[config.mk]
export PLATFORM = sky130hd
export DESIGN_NAME = imem_loader
export DESIGN_NICKNAME = d
export VERILOG_FILES = /design/src/rtl/imem_loader.sv
export SDC_FILE = /design/constraint.sdc
export NUM_CORES = 1
export LEC_CHECK = 0
export BUFFER_PORTS_ARGS = -buffer_cell sky130_fd_sc_hd__buf_2
export CORE_ASPECT_RATIO = 1.2
export CORE_MARGIN = 2
export CORE_UTILIZATION = 45
export CTS_CLUSTER_DIAMETER = 100
export DETAILED_ROUTE_END_ITERATION = 12
export PLACE_DENSITY = 0.66
export SYNTH_ARGS = -nofsm -noshare
export SYNTH_HDL_FRONTEND = slang
export SYNTH_SLANG_ARGS = --single-unit
[constraint.sdc]
create_clock -name clk -period 2.5 [get_ports clk]
set_input_delay 0.125 -clock clk [delete_from_list [all_inputs] [get_ports clk]]
set_output_delay 0.125 -clock clk [all_outputs]
set_load 0.02 [all_outputs]
[src/rtl/imem_loader.sv]
// Byte-stream loader for the instruction memory: packs little-endian bytes into
// 32-bit words, writes them at consecutive word addresses and stalls the CPU until done.
module imem_loader #(
    parameter int ADDR_W = 10,
    parameter int CNT_W  = ADDR_W + 1
) (
    input  logic             clk,
    input  logic             rst_n,
    input  logic             start,
    input  logic [CNT_W-1:0] word_count,
    input  logic [7:0]       in_data,
    input  logic             in_valid,
    output logic             in_ready,
    output logic             mem_we,
    output logic [31:0]      mem_addr,
    output logic [31:0]      mem_wdata,
    output logic             busy,
    output logic             done,
    output logic             cpu_hold
);

    typedef enum logic [1:0] {IDLE, RECV, WRITE, DONE} state_t;

    typedef struct packed {
        logic [31:0] addr;
        logic [31:0] data;
    } wr_t;

    localparam logic [CNT_W-1:0] DEPTH = CNT_W'(2 ** ADDR_W);

    state_t           state, state_nx;
    logic [CNT_W-1:0] target;
    logic [CNT_W-1:0] word_idx;
    logic [CNT_W-1:0] word_nx;
    logic [CNT_W-1:0] clamped;
    logic [1:0]       byte_idx;
    logic [23:0]      wbuf;
    wr_t              wr_q;
    logic             start_ok;
    logic             accept;

    assign start_ok = start && (state == IDLE || state == DONE);
    assign accept   = (state == RECV) && in_valid;
    assign clamped  = (word_count > DEPTH) ? DEPTH : word_count;
    // word_idx is one bit wider than the address so a full-depth load reaches the compare
    assign word_nx  = word_idx + CNT_W'(1);

    always_comb begin
        state_nx = state;
        case (state)
            IDLE, DONE: if (start) state_nx = (clamped == '0) ? DONE : RECV;
            RECV:       if (in_valid && byte_idx == 2'd3) state_nx = WRITE;
            WRITE:      state_nx = (word_nx == target) ? DONE : RECV;
            default:    state_nx = IDLE;
        endcase
    end

    always_ff @(posedge clk) begin
        if (!rst_n) begin
            state    <= IDLE;
            target   <= '0;
            word_idx <= '0;
            byte_idx <= '0;
            wbuf     <= '0;
            wr_q     <= '0;
        end else begin
            state <= state_nx;
            if (start_ok) begin
                target   <= clamped;
                word_idx <= '0;
                byte_idx <= '0;
            end
            if (accept) begin
                byte_idx <= byte_idx + 2'd1;
                // the 4th byte completes the word; latch it with its address for the WRITE cycle
                if (byte_idx == 2'd3) begin
                    wr_q.data <= {in_data, wbuf};
                    wr_q.addr <= {{(30-ADDR_W){1'b0}}, word_idx[ADDR_W-1:0], 2'b00};
                end else begin
                    wbuf[{byte_idx, 3'b000} +: 8] <= in_data;
                end
            end
            if (state == WRITE) word_idx <= word_nx;
        end
    end

    assign in_ready  = (state == RECV);
    assign mem_we    = (state == WRITE);
    assign mem_addr  = wr_q.addr;
    assign mem_wdata = wr_q.data;
    assign busy      = (state == RECV) || (state == WRITE);
    assign done      = (state == DONE);
    assign cpu_hold  = (state != DONE);

endmodule

Word level (Yosys, flattened, before mapping) --
Index checks and enable logic that the tools add are counted.
Storage, ports and cells: flip-flop bits (word level) 92, bits of input ports 23, output and inout port bits 69, logic and storage cells 46
Cells by class: reductions and logical operators 13, magnitude comparators 1, shift operators 2, add/sub/neg operators 3, bitwise operators 1, equality and inequality tests 8, mux-type cells 11
Operator list (count):
- $mux 11 | 3
- $bwmux 24 | 1
- $shift 8x7->24 const A | 1
- $shiftx 8x7->24 | 1
- $mux 2 | 6
- $add 11x1->11 const B | 1
- $eq 11x11->1 | 1
- $gt 11x11->1 const B | 1
- $logic_not 11->1 | 1
- $neg 5->7 | 1
- $eq 2x2->1 const B | 3
- $pmux 2 s3 | 1
- $reduce_and 2->1 | 3
- $ne 2x2->1 const B | 2
- $reduce_bool 2->1 | 2
- $logic_and 1x1->1 | 3
- $add 2x1->2 const B | 1
- $eq 2x1->1 const B | 1
- $logic_not 2->1 | 1
- $logic_or 1x1->1 | 2
- $ne 2x1->1 const B | 1
- $reduce_or 2->1 | 1
- $not 1->1 | 1

Longest topological paths before layout --
Gate-level depths: netlist of run 1.
word-level depth 6, gate-level depth with buffers 8, depth with buffers taken out 7

Worst setup path after synthesis of run 1 --
Ideal clock, no wire load.
path kind flip-flop to flip-flop, start point register word_idx[0], end point register word_idx[10], buffers on the path 0, cell stages (with the launch flop) 7, slack 0.674 ns, setup time 0.115 ns, arrival 1.711 ns, required time 2.385 ns, clock period less this slack 1.826 ns, path through dfxtp_1 > ha_1 > nand3_2 > or4_4 > a21o_1 > a21oi_1 > nor2b_1
Between the ends: longest elaborated chain between the ends 2
RTL lines:
- start, declared | line 33 | logic [CNT_W-1:0] word_idx;
- start signal, assigned | line 83 | if (state == WRITE) word_idx <= word_nx;
- $add 11x1->11 | line 46 | assign word_nx = word_idx + CNT_W'(1);
- $mux 11 | line 83
Every way passes these cells. A chain may end at the register's enable or synchronous reset.

Final worst setup path of run 1 --
Same ends and word-level chain as after synthesis.

==> impl_metrics.py, run 1 <==
metrics = {
    "sta": {
        "skew_ns": 0.00899,
        "grt_setup_unrepaired": "no",
        "max_clock_freq_mhz": 504,
        "slew_violations": 0,
        "whs_ns": 0.0644,
        "hold_viol": 0,
        "final.period_utilization": 0.793,
        "tns_ns": 0,
        "min_period_ns": 1.98,
        "timing.slew.headroom": 0.488,
        "setup_violations": 0,
        "tightest_slew_ns": 0.768,
    },
    "floorplanning": {
        "start_util": 0.459,
        "row_count": 39,
        "die_x_um": 93.7,
        "die_area_um2": 10500,
        "die_h_um": 112,
        "core_area_um2": 9470,
        "io_pins": 92,
    },
    "layout": {
        "drive_gt1_frac": 0.174,
        "instances_no_fill": 704,
        "antenna_cells": 0,
        "nNetsFinal": 610,
        "multiInputGateArea_um2": 2240,
        "regArea_um2": 1840,
        "fill_cells": 953,
        "syn_to_final_growth_pct": 15.9,
    },
    "detailed_routing": {
        "drt_iter0_drc": 130,
        "firstDrtPassIters": 4,
        "wl_met2_mm": 4.82,
        "wl_per_cell_um": 13.5,
        "routed_via_density": 5.14,
        "num_vias": 3620,
        "wirelength_mm": 9.53,
        "wl_met3_um": 427,
        "met1Wirelength_mm": 4.07,
        "postRouteAntennaNets": 0,
        "top_layer_used": "met4",
        "route.detailed.drc": 0,
    },
    "synthesis": {
        "netlist_area_um2": 4340,
        "synth_most_common_cell": "nand2_1",
        "syn_area_per_cell_um2": 8.33,
        "synth_top_area_frac": 0.424,
        "yosysSeqAreaShare": 0.424,
        "yosysWarnings": 0,
        "ys_types": 47,
        "synth-edff-count": 0,
        "synthCells": 521,
        "yosys-top-cells-count": "123 x nand2_1, 92 x dfxtp_1, 70 x a21boi_0, 38 x nand3_1, 26 x clkbuf_1",
        "synth_ff_type": "dfxtp_1",
        "synthTopCellsByArea": "dfxtp_1 42%, a21boi_0 12%, nand2_1 11%, nand3_1 4.4%, buf_4 4.1%",
        "synth_top_area_cell": "dfxtp_1",
        "synth_seq_cells": 92,
        "synthArstFlopShare": 0,
    },
    "clock_network": {
        "cts-root-buf": "clkbuf_16",
        "clkTransAtPathRegs_ns": 0.07,
        "clock-sinks": 92,
        "insertion_delay_ns": 0.34,
        "cts_resized": 0,
        "post_cts_buffers": 0,
        "h-tree-depth": 3,
        "cts-hold-fix-buffers": 0,
        "cts.path.max_buffers": 2,
        "cts-buffers-inserted": 9,
        "cts_tree": "built",
    },
    "power": {
        "p_leak_uw": 0.00195,
        "irDropWorstVdd_v": 0.000645,
        "powerDensity_nw_per_um2": 764,
    },
    "worst_setup_path": {
        "cp.required_ns": 2.74,
        "cp-end-kind": "flip-flop",
        "startpoint_type": "flip-flop",
        "r2r_slack_ns": 0.52,
        "crit_arrival_ns": 2.22,
        "rr_worst_depth": 6,
        "r2r-end": "word_idx[10]$_SDFFE_PN0P_",
        "reg2reg_from": "word_idx[0]$_SDFFE_PN0P_",
        "critPathKind": "reg2reg",
        "cp_max_fo": 7,
    },
    "placed_design": {
        "gp_congestion": 0.874,
        "port_buffers": 69,
        "numPlacedInstances": 689,
        "detailed_place_hpwl_mm": 6.66,
    },
    "hold_path": {
        "hold_path.class": "in2reg",
        "whs_path_depth": 3,
        "min_from": "word_count[4]",
        "hold_end": "target[4]$_SDFFE_PN0P_",
    },
    "global_routing": {
        "gr-usage-all-layers": 0.188,
        "grt_first_pass_wirelength_mm": 15.6,
        "grt_max_degree": 49,
        "antenna_found_initial": 0,
        "overflow": 0,
        "grt_pass1_vias": 3372,
    },
    "status": {
        "status": "complete, no violations",
    },
    "run": {
        "maxCapViolations": 0,
    },
}
flip-flops by register name (all words and copies together) (netlist names):
register / cells
word_idx: 11
state: 2
target: 11
mem_addr: 10
mem_wdata: 32
wbuf: 24
byte_idx: 2
power breakdown:
group	switching (uW)	leakage [uW]	total, uW	internal [uW]
clock	575	0.000159	1480	903
combinational	463	0.00105	763	301
sequential	68.0	0.000743	1600	1530
routing by layer:
layer / track usage / vias to the layer above
met3: 0.0399 / 15
li1: - / 1834
met1: 0.223 / 1688
met4: 0.0812 / 0
met2: 0.327 / 83
met5: 0 / -
cell usage in the layout (no fill, tap or decap), types with 2 or more instances in the layout:
master	n
nor2_1	4
a21oi_1	15
o21a_1	3
nor3b_1	13
nand4_1	2
ha_1	10
and3_1	4
o22ai_1	3
a22oi_1	4
o211a_1	2
a21o_1	5
bufinv_16	2
and2_1	8
conb_1	22
a21boi_0	70
xor2_1	4
nor4_1	3
clkinv_4	3
nand3_1	38
clkbuf_16	9
buf_4	9
nor2b_1	16
dfxtp_1	92
buf_2	69
nand2_1	123
xnor2_1	7
o21ai_0	8
nand3b_1	2
inv_1	10
cell families after synthesis:
kind of cell | after synthesis | share of synthesized area
AOI/OAI and AO/OA | 120 | 0.198
adders and majority gates | 10 | 0.0288
buffers and inverters | 65 | 0.0784
muxes | 1 | 0.00231
xor gates and xnor gates | 11 | 0.0222
DFF | 92 | 0.424
other | 1 | 0.000864
and+or+nand+nor | 221 | 0.246
worst max-delay path, stage by stage (launching register included):
cell	delay [ns]
dfxtp_1	0.46
ha_1	0.33
nand3_2	0.17
or4_4	0.54
a21o_1	0.19
a21oi_1	0.13
nor2b_1	0.05
how the worst max path moves through the flow:
stage                                   from                        end  cells past startpoint  slack, ns
floorplan           word_idx[0]$_SDFFE_PN0P_  word_idx[10]$_SDFFE_PN0P_                      6       0.67
global placement    word_idx[0]$_SDFFE_PN0P_  word_idx[10]$_SDFFE_PN0P_                      6       0.57
detailed placement  word_idx[0]$_SDFFE_PN0P_  word_idx[10]$_SDFFE_PN0P_                      6       0.53
CTS                 word_idx[0]$_SDFFE_PN0P_  word_idx[10]$_SDFFE_PN0P_                      6       0.51
global route        word_idx[0]$_SDFFE_PN0P_      state[1]$_SDFFE_PN0P_                      6       0.39
finish              word_idx[0]$_SDFFE_PN0P_  word_idx[10]$_SDFFE_PN0P_                      6       0.52
metrics by stage:
step / power [uW] / setup slack (ns) / util / instance area, um^2
4_1_cts: 3870 / 0.515 / 0.531 / 5030
6_report: 3840 / 0.516 / 0.531 / 5030
3_5_place_dp: 2400 / 0.530 / 0.497 / 4700
5_1_grt: 4030 / 0.385 / 0.531 / 5030
3_3_place_gp: 2380 / 0.574 / 0.497 / 4700
2_1_floorplan: 2190 / 0.674 / - / 4420
layout make-up:
cell class	instances	area share
repair buffers	79	0.0861
inverters	10	0.00746
multi-input cells	385	0.445
flip-flops and latches	92	0.366
well taps	123	0.0306
clock buffers	10	0.0475
clock inverters	5	0.0172
Power figures use the tool's default switching activity.
==> run 2: changes to the inputs <==
==> constraint.sdc (replaced) <==
create_clock -name clk -period 1.9 [get_ports clk]
set_input_delay 0.095 -clock clk [delete_from_list [all_inputs] [get_ports clk]]
set_output_delay 0.095 -clock clk [all_outputs]
set_load 0.02 [all_outputs]
==> impl_metrics.py, run 2 (synthesis results as in run 1) <==
metrics = {
    "status": {
        "status": "complete, no violations",
    },
    "power": {
        "irDropWorstVdd_v": 0.000510,
        "p_leak_uw": 0.00199,
        "powerDensity_nw_per_um2": 966,
    },
    "sta": {
        "min_period_ns": 1.76,
        "slew_violations": 0,
        "tns_ns": 0,
        "skew_ns": 0.00465,
        "setup_violations": 0,
        "hold_viol": 0,
        "final.period_utilization": 0.928,
        "grt_setup_unrepaired": "no",
        "setup_ws_ns": 0.137,
        "max_clock_freq_mhz": 567,
    },
    "placed_design": {
        "port_buffers": 69,
        "detailed_place_hpwl_mm": 7.01,
        "numPlacedInstances": 699,
        "gp_congestion": 0.904,
        "dp_worst_setup_slack_ns": 0.156,
    },
    "clock_network": {
        "cts_resized": 0,
        "cts-hold-fix-buffers": 0,
        "cts_tree": "built",
        "post_cts_buffers": 0,
        "h-tree-depth": 3,
        "cts.path.max_buffers": 2,
        "clkTransAtPathRegs_ns": 0.06,
        "clock-sinks": 92,
        "cts-buffers-inserted": 9,
        "cts-root-buf": "clkbuf_16",
        "insertion_delay_ns": 0.34,
    },
    "global_routing": {
        "grt_pass1_vias": 3394,
        "overflow": 0,
        "gr-usage-all-layers": 0.193,
        "grt_first_pass_wirelength_mm": 16.1,
        "antenna_found_initial": 0,
        "grt_max_degree": 43,
    },
    "detailed_routing": {
        "drt_iter0_drc": 142,
        "top_layer_used": "met4",
        "wl_per_cell_um": 13.4,
        "postRouteAntennaNets": 0,
        "route.detailed.drc": 0,
        "wirelength_mm": 9.55,
        "met1Wirelength_mm": 4.15,
        "firstDrtPassIters": 4,
        "routed_via_density": 5.08,
        "wl_met2_mm": 4.71,
        "num_vias": 3633,
        "wl_met3_um": 454,
    },
    "hold_path": {
        "hold_end": "target[7]$_SDFFE_PN0P_",
        "whs_path_depth": 3,
        "min_from": "word_count[7]",
        "hold_path.class": "in2reg",
    },
    "worst_setup_path": {
        "r2r_slack_ns": 0.14,
        "crit_family": "simple AND/OR/NAND/NOR gates",
        "reg2reg_from": "word_idx[2]$_SDFFE_PN0P_",
        "crit_path_top_delay_cell": "dfxtp_1",
        "critPathBufInv": 0,
        "r2r-end": "state[1]$_SDFFE_PN0P_",
        "cp-end-kind": "flip-flop",
        "rr_worst_depth": 5,
        "cp.depth": 5,
        "crit_chain": "nand4_2 -> or4_1 -> a211oi_2 -> o22ai_1 -> o21ai_1",
        "cp_max_fo": 11,
        "critPathKind": "reg2reg",
        "startpoint_type": "flip-flop",
        "crit_arrival_ns": 2.04,
        "cp.required_ns": 2.17,
        "cpPeakStageDelay_ns": 0.53,
    },
    "layout": {
        "layout_commonest_cell": "nand2_1",
        "layout_common_cells": "122 x nand2_1, 91 x dfxtp_1, 70 x a21boi_0",
        "instances_no_fill": 715,
        "nNetsFinal": 620,
        "largest_reg_flops": 32,
        "drive_gt1_frac": 0.191,
        "syn_to_final_growth_pct": 17.5,
        "antenna_cells": 0,
    },
    "floorplanning": {
        "row_count": 39,
        "die_h_um": 112,
        "die_x_um": 93.7,
        "start_util": 0.459,
        "die_area_um2": 10500,
        "core_area_um2": 9470,
        "io_pins": 92,
    },
    "run": {
        "maxCapViolations": 0,
    },
}
## run 2: cell types whose count changed in the layout (fill, tap and decap cells not counted), moves of 2 or more
cell / before / now
ha_1: 10 / 8
clkinv_4: 3 / 0
ha_2: 0 / 2
buf_4: 9 / 18
clkbuf_1: 0 / 4
## run 2: worst min-delay path, cell delays in order
cell     delay [ns]
buf_2          0.09
a22oi_1        0.06
nor2b_1        0.10
## run 2: area by class of cell
type	count	area, um^2
Sequential cell	92	1840
Inverter	10	37.5
Clock inverter	1	30.0
Tap cell	123	154
Timing Repair Buffer	89	520
Clock buffer	15	268
Fill cell	934	4370
Multi-Input combinational cell	385	2250
## run 2: metal layers
layer  vias up  track usage
met5         -            0
met4         0       0.0841
met3        21       0.0487
met2        85        0.321
met1      1667        0.235
li1       1860            -
## run 2: how the worst max path moves through the flow
stage / end / slack, ns / startpoint
after floorplan: word_idx[10]$_SDFFE_PN0P_ / 0.07 / word_idx[0]$_SDFFE_PN0P_
after global placement: state[1]$_SDFFE_PN0P_ / 0.19 / word_idx[2]$_SDFFE_PN0P_
after detailed placement: wbuf[11]$_SDFFE_PN0P_ / 0.16 / state[0]$_SDFFE_PN0P_
after CTS: wbuf[11]$_SDFFE_PN0P_ / 0.14 / state[0]$_SDFFE_PN0P_
after global routing: target[3]$_SDFFE_PN0P_ / 0.02 / state[0]$_SDFFE_PN0P_
final: state[1]$_SDFFE_PN0P_ / 0.14 / word_idx[2]$_SDFFE_PN0P_
## run 2: report_power, final
group / switching, uW / internal, uW
Sequential: 77.7 / 2020
Combinational: 632 / 421
Clock: 684 / 1090
Total: 1390 / 3530
## run 2: through the flow
stage | area, um^2 | total power, uW | hold slack (ns) | utilization
after floorplan | 4420 | 2890 | 0.240 | -
after global placement | 4790 | 3170 | 0.369 | 0.506
after detailed placement | 4790 | 3180 | 0.379 | 0.506
after CTS | 5090 | 4960 | 0.0223 | 0.538
after global routing | 5100 | 5220 | 0.0446 | 0.539
final | 5100 | 4930 | 0.0341 | 0.539
